<file path="src/rtl/booth_seq_arb.sv">
// Two-requester round-robin controller for a sequential radix-2 Booth multiplier datapath.
// Drives operand selection and datapath strobes; product {A,Q} lives in the external datapath.
module booth_seq_arb #(
    parameter int WIDTH    = 16,
    parameter int CNT_INIT = 16
) (
    input  logic             clk,
    input  logic             rst,
    input  logic             req0,
    input  logic             req1,
    input  logic [WIDTH-1:0] a0,
    input  logic [WIDTH-1:0] b0,
    input  logic [WIDTH-1:0] a1,
    input  logic [WIDTH-1:0] b1,
    output logic             done0,
    output logic             done1,
    output logic             busy,
    output logic             gnt_id,
    output logic [WIDTH-1:0] mul_q,
    output logic [WIDTH-1:0] mul_m,
    output logic             ldA,
    output logic             ldQ,
    output logic             ldM,
    output logic             clrA,
    output logic             clrQ,
    output logic             clrDff,
    output logic             sftA,
    output logic             sftQ,
    output logic             addsub,
    output logic             decr,
    output logic             ldCount,
    input  logic             Q0,
    input  logic             Qm1,
    input  logic             isCountZero
);

    // The datapath counter is loaded with CNT_INIT; the fixed latency assumes one iteration per bit.
    if (CNT_INIT != WIDTH) begin : g_cnt_check
        $error("booth_seq_arb: CNT_INIT must equal WIDTH");
    end

    typedef enum logic [2:0] {
        S_IDLE,
        S_INIT,
        S_EVAL,
        S_SHIFT,
        S_DONE
    } state_t;

    state_t state_q, state_d;
    logic   gnt_q, gnt_d;
    logic   rr_q, rr_d;

    always_ff @(posedge clk) begin
        if (rst) begin
            state_q <= S_IDLE;
            gnt_q   <= 1'b0;
            rr_q    <= 1'b0;
        end else begin
            state_q <= state_d;
            gnt_q   <= gnt_d;
            rr_q    <= rr_d;
        end
    end

    always_comb begin
        state_d = state_q;
        gnt_d   = gnt_q;
        rr_d    = rr_q;
        done0   = 1'b0;
        done1   = 1'b0;
        ldA     = 1'b0;
        ldQ     = 1'b0;
        ldM     = 1'b0;
        clrA    = 1'b0;
        clrQ    = 1'b0;
        clrDff  = 1'b0;
        sftA    = 1'b0;
        sftQ    = 1'b0;
        addsub  = 1'b0;
        decr    = 1'b0;
        ldCount = 1'b0;

        unique case (state_q)
            S_IDLE: begin
                if (req0 || req1) begin
                    // Contention resolved by the pointer; otherwise the lone requester wins.
                    gnt_d   = (req0 && req1) ? rr_q : req1;
                    state_d = S_INIT;
                end
            end
            S_INIT: begin
                ldQ     = 1'b1;
                ldM     = 1'b1;
                clrA    = 1'b1;
                clrDff  = 1'b1;
                ldCount = 1'b1;
                state_d = S_EVAL;
            end
            S_EVAL: begin
                if (isCountZero) begin
                    rr_d    = ~gnt_q;
                    state_d = S_DONE;
                end else begin
                    // Qm1 reloads every clock, so the bit pair is only meaningful here.
                    unique case ({Q0, Qm1})
                        2'b01: begin
                            ldA    = 1'b1;
                            addsub = 1'b1;
                        end
                        2'b10: ldA = 1'b1;
                        default: ;
                    endcase
                    state_d = S_SHIFT;
                end
            end
            S_SHIFT: begin
                sftA    = 1'b1;
                sftQ    = 1'b1;
                decr    = 1'b1;
                state_d = S_EVAL;
            end
            S_DONE: begin
                done0   = ~gnt_q;
                done1   = gnt_q;
                state_d = S_IDLE;
            end
            default: state_d = S_IDLE;
        endcase
    end

    assign busy   = (state_q != S_IDLE);
    assign gnt_id = gnt_q;
    assign mul_q  = gnt_q ? a1 : a0;
    assign mul_m  = gnt_q ? b1 : b0;

endmodule

</file>
<file path="config.mk">
export PLATFORM = sky130hd
export DESIGN_NAME = booth_seq_arb
export DESIGN_NICKNAME = d
export VERILOG_FILES = /design/src/rtl/booth_seq_arb.sv
export SDC_FILE = /design/constraint.sdc
export NUM_CORES = 1
export LEC_CHECK = 0
export ABC_CLOCK_PERIOD_IN_PS = 2400
export CELL_PAD_IN_SITES_DETAIL_PLACEMENT = 1
export CELL_PAD_IN_SITES_GLOBAL_PLACEMENT = 2
export CORE_MARGIN = 5
export CORE_UTILIZATION = 28
export CTS_CLUSTER_SIZE = 8
export DETAILED_ROUTE_END_ITERATION = 12
export DONT_BUFFER_PORTS = 1
export PLACE_DENSITY = 0.81
export SYNTH_ARGS = -nofsm -noshare
export SYNTH_HDL_FRONTEND = slang
export SYNTH_SLANG_ARGS = --single-unit
</file>
<file path="constraint.sdc">
create_clock -name clk -period 2.4 [get_ports clk]
set_clock_uncertainty 0.2 [all_clocks]
set_input_delay 0.48 -clock clk [delete_from_list [all_inputs] [get_ports clk]]
set_output_delay 0.48 -clock clk [all_outputs]
set_load 0.03 [all_outputs]
</file>
-- Yosys cells after proc, flatten, opt, wreduce, memory -nomap -nowiden
Index checks and enable logic that the tools add are counted.
- eq/ne operators: 7
- muxes and demuxes: 16
- bitwise logic cells: 1
- reduce and logical (&&, ||, !) cells: 8
- operators with widths (kind ; count):
    2-to-1 mux 16 bit ; 2
    2-to-1 mux 1 bit ; 11
    one-hot mux 3 bit (3 select lines) ; 1
    == test 3 x 2 -> 1 bit, second input constant ; 2
    2-to-1 mux 3 bit ; 2
    AND reduction 2 bit ; 2
    OR reduction 2 bit ; 2
    == test 3 x 1 -> 1 bit, second input constant ; 1
    == test 3 bit, second input constant ; 1
    zero test 3 bit ; 1
    nonzero test 3 bit ; 1
    == test 2 x 1 -> 1 bit, second input constant ; 1
    == test 2 bit, second input constant ; 1
    inequality test 2 bit, second input constant ; 1
    logical AND 1 bit ; 1
    logical OR 1 bit ; 1
    NOT 1 bit ; 1
- register bits after elaboration: 5
- input port bits: 71

-- Logic depth before layout (Yosys ltp)
Gate-level depths: netlist (run 1).
- depth in word-level cells: 5
- mapped depth: 4

-- Least setup slack after synthesis (run 1)
No wires, ideal clock.
- path type: flip-flop to output port
- from: reg gnt_q, in the netlist gnt_id
- to: out done1
- arrival time: 1921 ps
- path slack: -201 ps
- cell stages (with the launch flop): 4
- cell sequence: dfxtp_1 > buf_2 > buf_4 > nor4bb_1
- word-level cells in the longest chain between the ends: 1
- ends and longest elaborated chain (item ; RTL line ; RTL):
    from (decl) ; 51 ; logic gnt_q, gnt_d;
    from (signal assigned) ; 61 ; gnt_q <= gnt_d;
    2-to-1 mux 1 bit ; 84 ; unique case (state_q)
    to (decl) ; 16 ; output logic done1,
Every way passes these cells.

-- Final worst setup path (run 1)
- from: reg state_q[0]
- to: out clrDff
- word-level cells in the longest chain between the ends: 2
- ends and longest elaborated chain (item ; RTL line ; RTL):
    from (decl) ; 50 ; state_t state_q, state_d;
    from (signal assigned) ; 60 ; state_q <= state_d;
    == test 3 x 1 -> 1 bit ; -- ;
    2-to-1 mux 1 bit ; -- ;
    to (decl) ; 26 ; output logic clrDff,
Every way passes these cells.

==> results of run 1 <==
kinds of logic (layout without fill, tap and decap cells):
group                      after synthesis  after routing  share of synthesized area
muxes                                   33             33                     0.4933
and+or+nand+nor                         18             18                     0.1711
buffers and inverters                   16             14                     0.1362
DFF                                      5              5                     0.1329
AOI/OAI and AO/OA                        3              3                    0.04486
adders and majority gates                1              1                    0.01661
other                                    1              1                   0.004979
power by group:
part / switching, uW / leakage, uW / total, uW / internal, uW
Sequential: 17.9 / 0.0000414 / 108 / 89.9
Clock: 35.9 / 0.0000150 / 98.8 / 62.9
Combinational: 193 / 0.000249 / 272 / 78.4
Total: 247 / 0.000305 / 478 / 231
routing by layer:
layer	vias up	part of all wire	wire (um)	track usage
met5	-	0	0	0
met4	0	0.018	44	0.05455
met3	4	0.14	343	0.02686
met2	64	0.49	1199	0.1988
met1	265	0.35	861	0.1268
li1	272	-	-	-
registers in the layout, summed over array words and instances (netlist names):
name	flops
gnt_id	1
rr_q	1
state_q	3
area by class of cell:
type	instances	area (um^2)	area share
well taps	30	37.54	0.04444
inverters	2	7.507	0.008889
flip-flops and latches	5	101.3	0.1200
clock buffers	4	26.28	0.03111
repair buffers	8	92.59	0.1096
multi-input cells	56	579.3	0.6859
synth_stat cells (all sizes together):
| library cell | number |
|---|---|
| a211oi | 1 |
| and4bb | 1 |
| buf | 13 |
| clkbuf | 1 |
| conb | 1 |
| dfxtp | 5 |
| ha | 1 |
| inv | 2 |
| mux2 | 33 |
| nand2 | 1 |
| nand2b | 3 |
| nor2 | 1 |
| nor2b | 2 |
| nor3 | 2 |
| nor3b | 1 |
| nor4 | 2 |
| nor4b | 3 |
| nor4bb | 1 |
| o311a | 1 |
| o32ai | 1 |
| or3 | 1 |
worst min path at each step:
stage / startpoint / end / depth (start not counted)
5_1_grt: rst / state_q[2] / 1
3_3_place_gp: rst / state_q[2] / 1
6_report: rst / state_q[1] / 1
2_1_floorplan: state_q[0] / state_q[2] / 2
4_1_cts: rst / state_q[2] / 1
3_5_place_dp: rst / state_q[2] / 1
stage by stage:
stage	area, um^2	worst slack, ns
final	844.6	0.1686
after global routing	844.6	0.03480
after CTS	844.6	0.1473
after detailed placement	818.3	0.4102
after global placement	818.3	0.4671
after floorplan	772.0	0.001149
==> impl_metrics.csv, run 1 <==
group,metric,value,unit
logic_synthesis,netlist_area,753.2,um^2
clock_tree,cts_root_buffer,"clkbuf_4",
logic_synthesis,synth_top_area_frac,0.4186,
timing,finalSetupViolCount,0,
global_route,grt_pass1_vias,632,
drt,via_count,605,
setup_path,cp_max_fo,10,
timing,rsz0062_at_grt,"no",
drt,wl_per_cell,23.33,um
global_route,grt_use_total,0.1129,
clock_tree,cts_setup_buffers,0,
drt,drt_first_pass_iters,2,
setup_path,cp.arrival,1.55,ns
setup_path,r2r_cells,2,
placed_design,dp_cells,101,
logic_synthesis,synth_seq_cells,5,
clock_tree,hold_buffers,0,
drt,drtAntennaViolNets,0,
timing,period_share,0.9297,
global_route,antenna_found_initial,0,
clock_tree,clkSinkCount,5,
timing,layout_min_cycle_time,2.231,ns
layout,antenna_cells,0,
placed_design,numPortBuffers,0,
layout,final_cell_count_no_fill,105,
power_and_ir_drop,power,478.4,uW
layout,nNetsFinal,148,
timing,hold_viol_final,0,
floorplanning,die_w,61.87,um
floorplanning,dieArea,0.003827,mm^2
placed_design,dp_hpwl,2.150,mm
setup_path,crit_path_max_incr_delay,0.54,ns
setup_path,required,1.72,ns
clock_tree,clock_latency,0.24,ns
setup_path,crit_path_cell_trace,"inv_1, nor3_2, buf_4",
clock_tree,clk_path_buf_depth,2,
logic_synthesis,synth_cell_type_count,24,
layout,fill_cells,304,
logic_synthesis,synth_area_leaders,"mux2_1 42%, dfxtp_1 13%, buf_4 8.0%",
floorplanning,initial_core_util,0.2986,
placed_design,place_congestion,0.7212,
layout,mostFrequentLayoutCells,"28 x mux2_1, 6 x buf_4, 5 x mux2_2",
setup_path,start_kind,"flop",
logic_synthesis,synth_fp_nets,149,
layout,final_common_cell,"mux2_1",
setup_path,cp-endpoint,"clrDff",
logic_synthesis,yosys_warnings,0,
timing,timing.final.max_slew_violations,0,
logic_synthesis,syn_inst,77,
floorplanning,row_count,18,
timing,fmaxAchievable,448.2,MHz
hold_path,hold_class,"input port to flop",
logic_synthesis,synth_area_per_cell,9.782,um^2
drt,routed_wl,2.450,mm
layout,utilization,0.3348,
status,status,"completed",
floorplanning,core_area,0.002522,mm^2
layout,area_growth,12.13,%
setup_path,crit_start,"state_q[0]",
run,cap_viol_max_count,0,
logic_synthesis,synth_top_area_cell,"mux2_1",
setup_path,worstSetupEndpointType,"primary output",
setup_path,crit_type,"flop to primary output",
clock_tree,cts_htree_levels,1,
setup_path,critPathBufInv,2,
global_route,grt_pass1_wl,3.180,mm
floorplanning,num_io_pins,118,
global_route,grt_max_degree,27,
layout,drive_gt1_frac,0.3200,
power_and_ir_drop,p_leak,0.0003054,uW
setup_path,critPathTopFamily,"flip-flops",
setup_path,slowest_stage,"dfxtp_1",
timing,setup_tns,0,ns
setup_path,crit_cells,3,
clock_tree,cts_buffers,3,
drt,drc_errors,0,
logic_synthesis,synth-seq-area-share,0.1329,
clock_tree,cts_tree,"yes",
power_and_ir_drop,ir_drop,0.0002065,V
timing,timing.hold.ws,0.1094,ns
clock_tree,clkTransAtPathRegs,0.05,ns
setup_path,ff2ff_setup_slack,0.87,ns
drt,viasPerCell,5.762,
drt,drt_iter0_drc,10,
power_and_ir_drop,powerDensity,566.5,mW/mm^2
clock_tree,postCtsResizedCells,0,
setup_path,timing.rr.start,"state_q[2]",
floorplanning,die_h,61.87,um
setup_path,r2r_end,"gnt_id",
global_route,gr-total-overflow,0,
Power figures use the tool's default switching activity.
==> run 2: changes to the inputs <==
--- a/config.mk
+++ b/config.mk
@@ -13,7 +13,7 @@
 export CTS_CLUSTER_SIZE = 8
 export DETAILED_ROUTE_END_ITERATION = 12
 export DONT_BUFFER_PORTS = 1
-export PLACE_DENSITY = 0.81
+export PLACE_DENSITY_LB_ADDON = 0.2
 export SYNTH_ARGS = -nofsm -noshare
 export SYNTH_HDL_FRONTEND = slang
 export SYNTH_SLANG_ARGS = --single-unit
==> run 2 against run 1 <==
Effect of this change:
- global-route usage fell by 1.0 points
- clock power barely moved
- count of clock-buffer cells in the layout did not move
- utilization rose by 0.40 points
- maximum frequency fell by 0.43%
- sequential power fell by 6%
- die area did not move
- critical path depth did not move
- largest cell class unchanged
- largest power group unchanged
==> impl_metrics.csv, run 2 (synthesis gave the netlist of run 1 again) <==
group,metric,value,unit
global_route,grt_pass1_vias,632,
floorplanning,core_area,0.002522,mm^2
floorplanning,die_h,61.87,um
global_route,gr-total-overflow,0,
clock_tree,clock_latency,0.24,ns
setup_path,critPathBufInv,2,
setup_path,start_kind,"flop",
setup_path,cp.arrival,1.56,ns
drt,drc_errors,0,
global_route,antenna_found_initial,0,
timing,hold_viol_final,0,
setup_path,worstSetupEndpointType,"primary output",
clock_tree,cts_setup_buffers,0,
layout,nNetsFinal,151,
drt,drt_iter0_drc,15,
clock_tree,hold_buffers,0,
layout,largest-register,"state_q",
power_and_ir_drop,power,480.5,uW
layout,largest_reg_flops,3,
clock_tree,cts_htree_levels,1,
drt,drtAntennaViolNets,0,
setup_path,critPathTopFamily,"flip-flops",
placed_design,place_congestion,0.6125,
layout,final_common_cell,"mux2_1",
floorplanning,num_io_pins,118,
floorplanning,initial_core_util,0.2986,
layout,mostFrequentLayoutCells,"28 x mux2_1, 10 x buf_4, 5 x mux2_2",
floorplanning,dieArea,0.003827,mm^2
status,status,"completed",
global_route,grt_use_total,0.1027,
power_and_ir_drop,p_leak,0.0003181,uW
clock_tree,cts_root_buffer,"clkbuf_4",
placed_design,dp_hpwl,1.994,mm
placed_design,dp_cells,104,
global_route,grt_pass1_wl,2.932,mm
floorplanning,die_w,61.87,um
setup_path,required,1.72,ns
clock_tree,postCtsResizedCells,0,
layout,area_growth,13.46,%
layout,antenna_cells,0,
drt,via_count,609,
hold_path,hold_class,"input port to flop",
clock_tree,clk_path_buf_depth,2,
timing,period_share,0.9338,
setup_path,crit_path_cell_trace,"inv_1, nor3_2, buf_4",
power_and_ir_drop,powerDensity,562.3,mW/mm^2
timing,layout_min_cycle_time,2.241,ns
setup_path,crit_type,"flop to primary output",
timing,finalSetupViolCount,0,
clock_tree,clkSinkCount,5,
timing,rsz0062_at_grt,"no",
timing,fmaxAchievable,446.2,MHz
setup_path,slowest_stage,"dfxtp_1",
layout,final_cell_count_no_fill,108,
global_route,grt_max_degree,22,
layout,drive_gt1_frac,0.3462,
floorplanning,row_count,18,
timing,timing.final.max_slew_violations,0,
setup_path,cp_max_fo,10,
placed_design,numPortBuffers,0,
timing,setup_tns,0,ns
power_and_ir_drop,ir_drop,0.0002396,V
run,cap_viol_max_count,0,
drt,viasPerCell,5.639,
drt,routed_wl,2.241,mm
clock_tree,cts_buffers,3,
clock_tree,cts_tree,"yes",
drt,wl_per_cell,20.75,um
clock_tree,clkTransAtPathRegs,0.05,ns
drt,drt_first_pass_iters,4,
setup_path,crit_path_max_incr_delay,0.53,ns
[run 2: changes by cell type in the layout (fill, tap and decap cells not counted), sizes merged]
cell / before / now
buf: 8 / 11
[run 2: worst paths after layout]
check,cells past startpoint,from,slack (ns),to
worst max-delay path,3,state_q[0],0.16,clrA
worst min-delay path,1,rst,0.11,state_q[2]
worst max register to register,2,state_q[2],0.90,gnt_id
worst min register to register,2,rr_q,0.38,gnt_id
[run 2: through the flow]
step                      hold slack, ns    util  setup WS, ns  area (um^2)
after CTS                        0.09829  0.3388        0.1257        854.6
final                             0.1073  0.3388        0.1590        854.6
after global placement            0.3607  0.3284        0.4329        828.3
after detailed placement          0.3616  0.3284        0.3957        828.3
after floorplan                   0.3259       -      0.001149        772.0
after global routing             0.09599  0.3388       0.04194        854.6
[run 2: power by group]
group,internal (uW),switching [uW],total (uW)
Clock,63.1,38.4,102
Sequential,89.8,11.7,102
Combinational,79.9,198,277
Total,233,248,481
[run 2: cell type report]
cell class                 count  area [um^2]
fill                         288         1668
multi-input combinational     56        579.3
timing repair buffer          11        102.6
sequential                     5        101.3
tap                           30        37.54
clock buffer                   4        26.28
inverter                       2        7.507
[run 2: layer usage]
| metal | GRT usage | share of wire | up-vias |
|---|---|---|---|
| met5 | 0 | 0 | - |
| met4 | 0.04545 | 0 | 0 |
| met3 | 0.04339 | 0.16 | 0 |
| met2 | 0.1764 | 0.49 | 62 |
| met1 | 0.1095 | 0.35 | 273 |
| li1 | - | - | 274 |
[run 2: worst register-to-register path: cells and delay by family, from the launching register on]
kind	cells	cell delay, ns
and+or+nand+nor	1	0.52
AOI/OAI and AO/OA	1	0.27
DFF	1	0.43
==> run 3: changes to the inputs <==
--- a/config.mk
+++ b/config.mk
@@ -14,6 +14,7 @@
 export DETAILED_ROUTE_END_ITERATION = 12
 export DONT_BUFFER_PORTS = 1
 export PLACE_DENSITY_LB_ADDON = 0.2
+export RECOVER_POWER = 25
 export SYNTH_ARGS = -nofsm -noshare
 export SYNTH_HDL_FRONTEND = slang
 export SYNTH_SLANG_ARGS = --single-unit
==> run 3 against run 2 <==
Effect of this change:
- worst hold slack barely moved
- clock power barely moved
- utilization fell by 0.25 points
==> impl_metrics.csv, run 3 (synthesis gave the netlist of run 1 again) <==
group,metric,value,unit
status,status,"completed",
placed_design,place_area,828.3,um^2
clock_tree,cts_setup_buffers,0,
clock_tree,cts_root_buffer,"clkbuf_4",
power_and_ir_drop,powerDensity,563.0,mW/mm^2
timing,layout_min_cycle_time,2.244,ns
setup_path,timing.rr.start,"state_q[2]",
timing,period_share,0.9348,
timing,timing.final.max_slew_violations,0,
global_route,antenna_found_initial,0,
setup_path,critPathBufInv,1,
power_and_ir_drop,switchingPower,247.5,uW
layout,final_common_cell,"mux2_1",
timing,fmaxAchievable,445.7,MHz
setup_path,worstSetupEndpointType,"primary output",
clock_tree,clkSinkCount,5,
clock_tree,cts_tree,"yes",
layout,final_cell_count_no_fill,108,
global_route,grt_pass1_wl,2.932,mm
drt,drt_first_pass_iters,4,
layout,nNetsFinal,151,
power_and_ir_drop,ir_drop,0.0002396,V
layout,area_growth,12.62,%
layout,mostFrequentLayoutCells,"28 x mux2_1, 10 x buf_4, 5 x mux2_2, 5 x dfxtp_1",
setup_path,crit_type,"flop to primary output",
drt,via_count,609,
clock_tree,cts_buffers,3,
placed_design,numPortBuffers,0,
clock_tree,postCtsResizedCells,0,
setup_path,crit_path_max_incr_delay,0.49,ns
setup_path,crit_start,"gnt_id",
drt,drc_errors,0,
drt,routed_wl,2.242,mm
timing,setup_tns,0,ns
floorplanning,die_w,61.87,um
timing,finalSetupViolCount,0,
power_and_ir_drop,pwr-share-clk,0.212,
global_route,gr-total-overflow,0,
global_route,grt_use_total,0.1027,
layout,antenna_cells,0,
floorplanning,initial_core_util,0.2986,
setup_path,crit_path_cell_trace,"buf_4, mux2_1",
clock_tree,clock_latency,0.24,ns
setup_path,critPathTopFamily,"flip-flops",
layout,largest_reg_flops,3,
power_and_ir_drop,comb_power_share,0.576,
power_and_ir_drop,p_leak,0.0003181,uW
clock_tree,clkTransAtPathRegs,0.05,ns
layout,drive_gt1_frac,0.3205,
drt,drt_iter0_drc,15,
run,cap_viol_max_count,0,
floorplanning,row_count,18,
setup_path,slowest_stage,"dfxtp_1",
drt,viasPerCell,5.639,
floorplanning,die_h,61.87,um
clock_tree,hold_buffers,0,
clock_tree,cts_htree_levels,1,
placed_design,place_congestion,0.6125,
global_route,grt_pass1_vias,632,
layout,final_area,848.3,um^2
floorplanning,dieArea,0.003827,mm^2
clock_tree,clk_path_buf_depth,2,
setup_path,cp.arrival,1.56,ns
hold_path,min_from,"rst",
placed_design,dp_cells,104,
drt,drtAntennaViolNets,0,
floorplanning,num_io_pins,118,
power_and_ir_drop,p_int,230.0,uW
global_route,grt_max_degree,22,
hold_path,hold_class,"input port to flop",
power_and_ir_drop,sequentialPowerShare,0.211,
layout,largest-register,"state_q",
power_and_ir_drop,switching_share,0.5183,
drt,wl_per_cell,20.76,um
floorplanning,core_area,0.002522,mm^2
timing,hold_viol_final,0,
timing,rsz0062_at_grt,"no",
setup_path,start_kind,"flop",
setup_path,cp_max_fo,21,
setup_path,required,1.72,ns
placed_design,dp_hpwl,1.994,mm
## run 3: cell counts in the layout (fill, tap and decap cells not counted)
Identical to the previous run, type by type.
## run 3: power groups by stage
| stage | Combinational (uW) | Clock [uW] | Sequential (uW) |
|---|---|---|---|
| finish | 275 | 101 | 101 |
| global route | 287 | 112 | 103 |
| CTS | 280 | 107 | 102 |
| floorplan | 265 | 0 | 95.8 |
| detailed placement | 279 | 0 | 104 |
| global placement | 279 | 0 | 103 |
## run 3: area by class of cell
class / instances / area [um^2]
Fill cell: 286 / 1674
Multi-Input combinational cell: 56 / 574.3
Timing Repair Buffer: 11 / 102.6
Sequential cell: 5 / 100.1
Tap cell: 30 / 37.54
Clock buffer: 4 / 26.28
Inverter: 2 / 7.507
## run 3: path summary, 6_finish.rpt
kind,end,slack [ns],cells past startpoint
max,mul_q[9],0.16,2
min,state_q[2],0.11,1
min reg2reg,state_q[1],0.38,2
max reg2reg,gnt_id,0.78,2
## run 3: per-stage QoR
step | hold WS, ns | worst slack, ns | utilization | power, uW
after CTS | 0.09829 | 0.1257 | 0.3388 | 489.1
after global routing | 0.09599 | 0.05056 | 0.3363 | 502.0
after detailed placement | 0.3616 | 0.3957 | 0.3284 | 382.9
after global placement | 0.3607 | 0.4329 | 0.3284 | 381.5
after floorplan | 0.3259 | 0.001149 | - | 360.7
final | 0.1077 | 0.1565 | 0.3363 | 477.6
## run 3: worst register-to-register path, stage by stage, from the launching register on
cell,delay [ns]
dfxtp_1,0.43
or3_1,0.61
o32ai_2,0.30
## run 3: routing by layer
metal / up-vias / global-route usage / part of all wire
met5: - / 0 / 0
met4: 0 / 0.04545 / 0
met3: 0 / 0.04339 / 0.16
met2: 62 / 0.1764 / 0.48
met1: 273 / 0.1095 / 0.35
li1: 274 / - / -
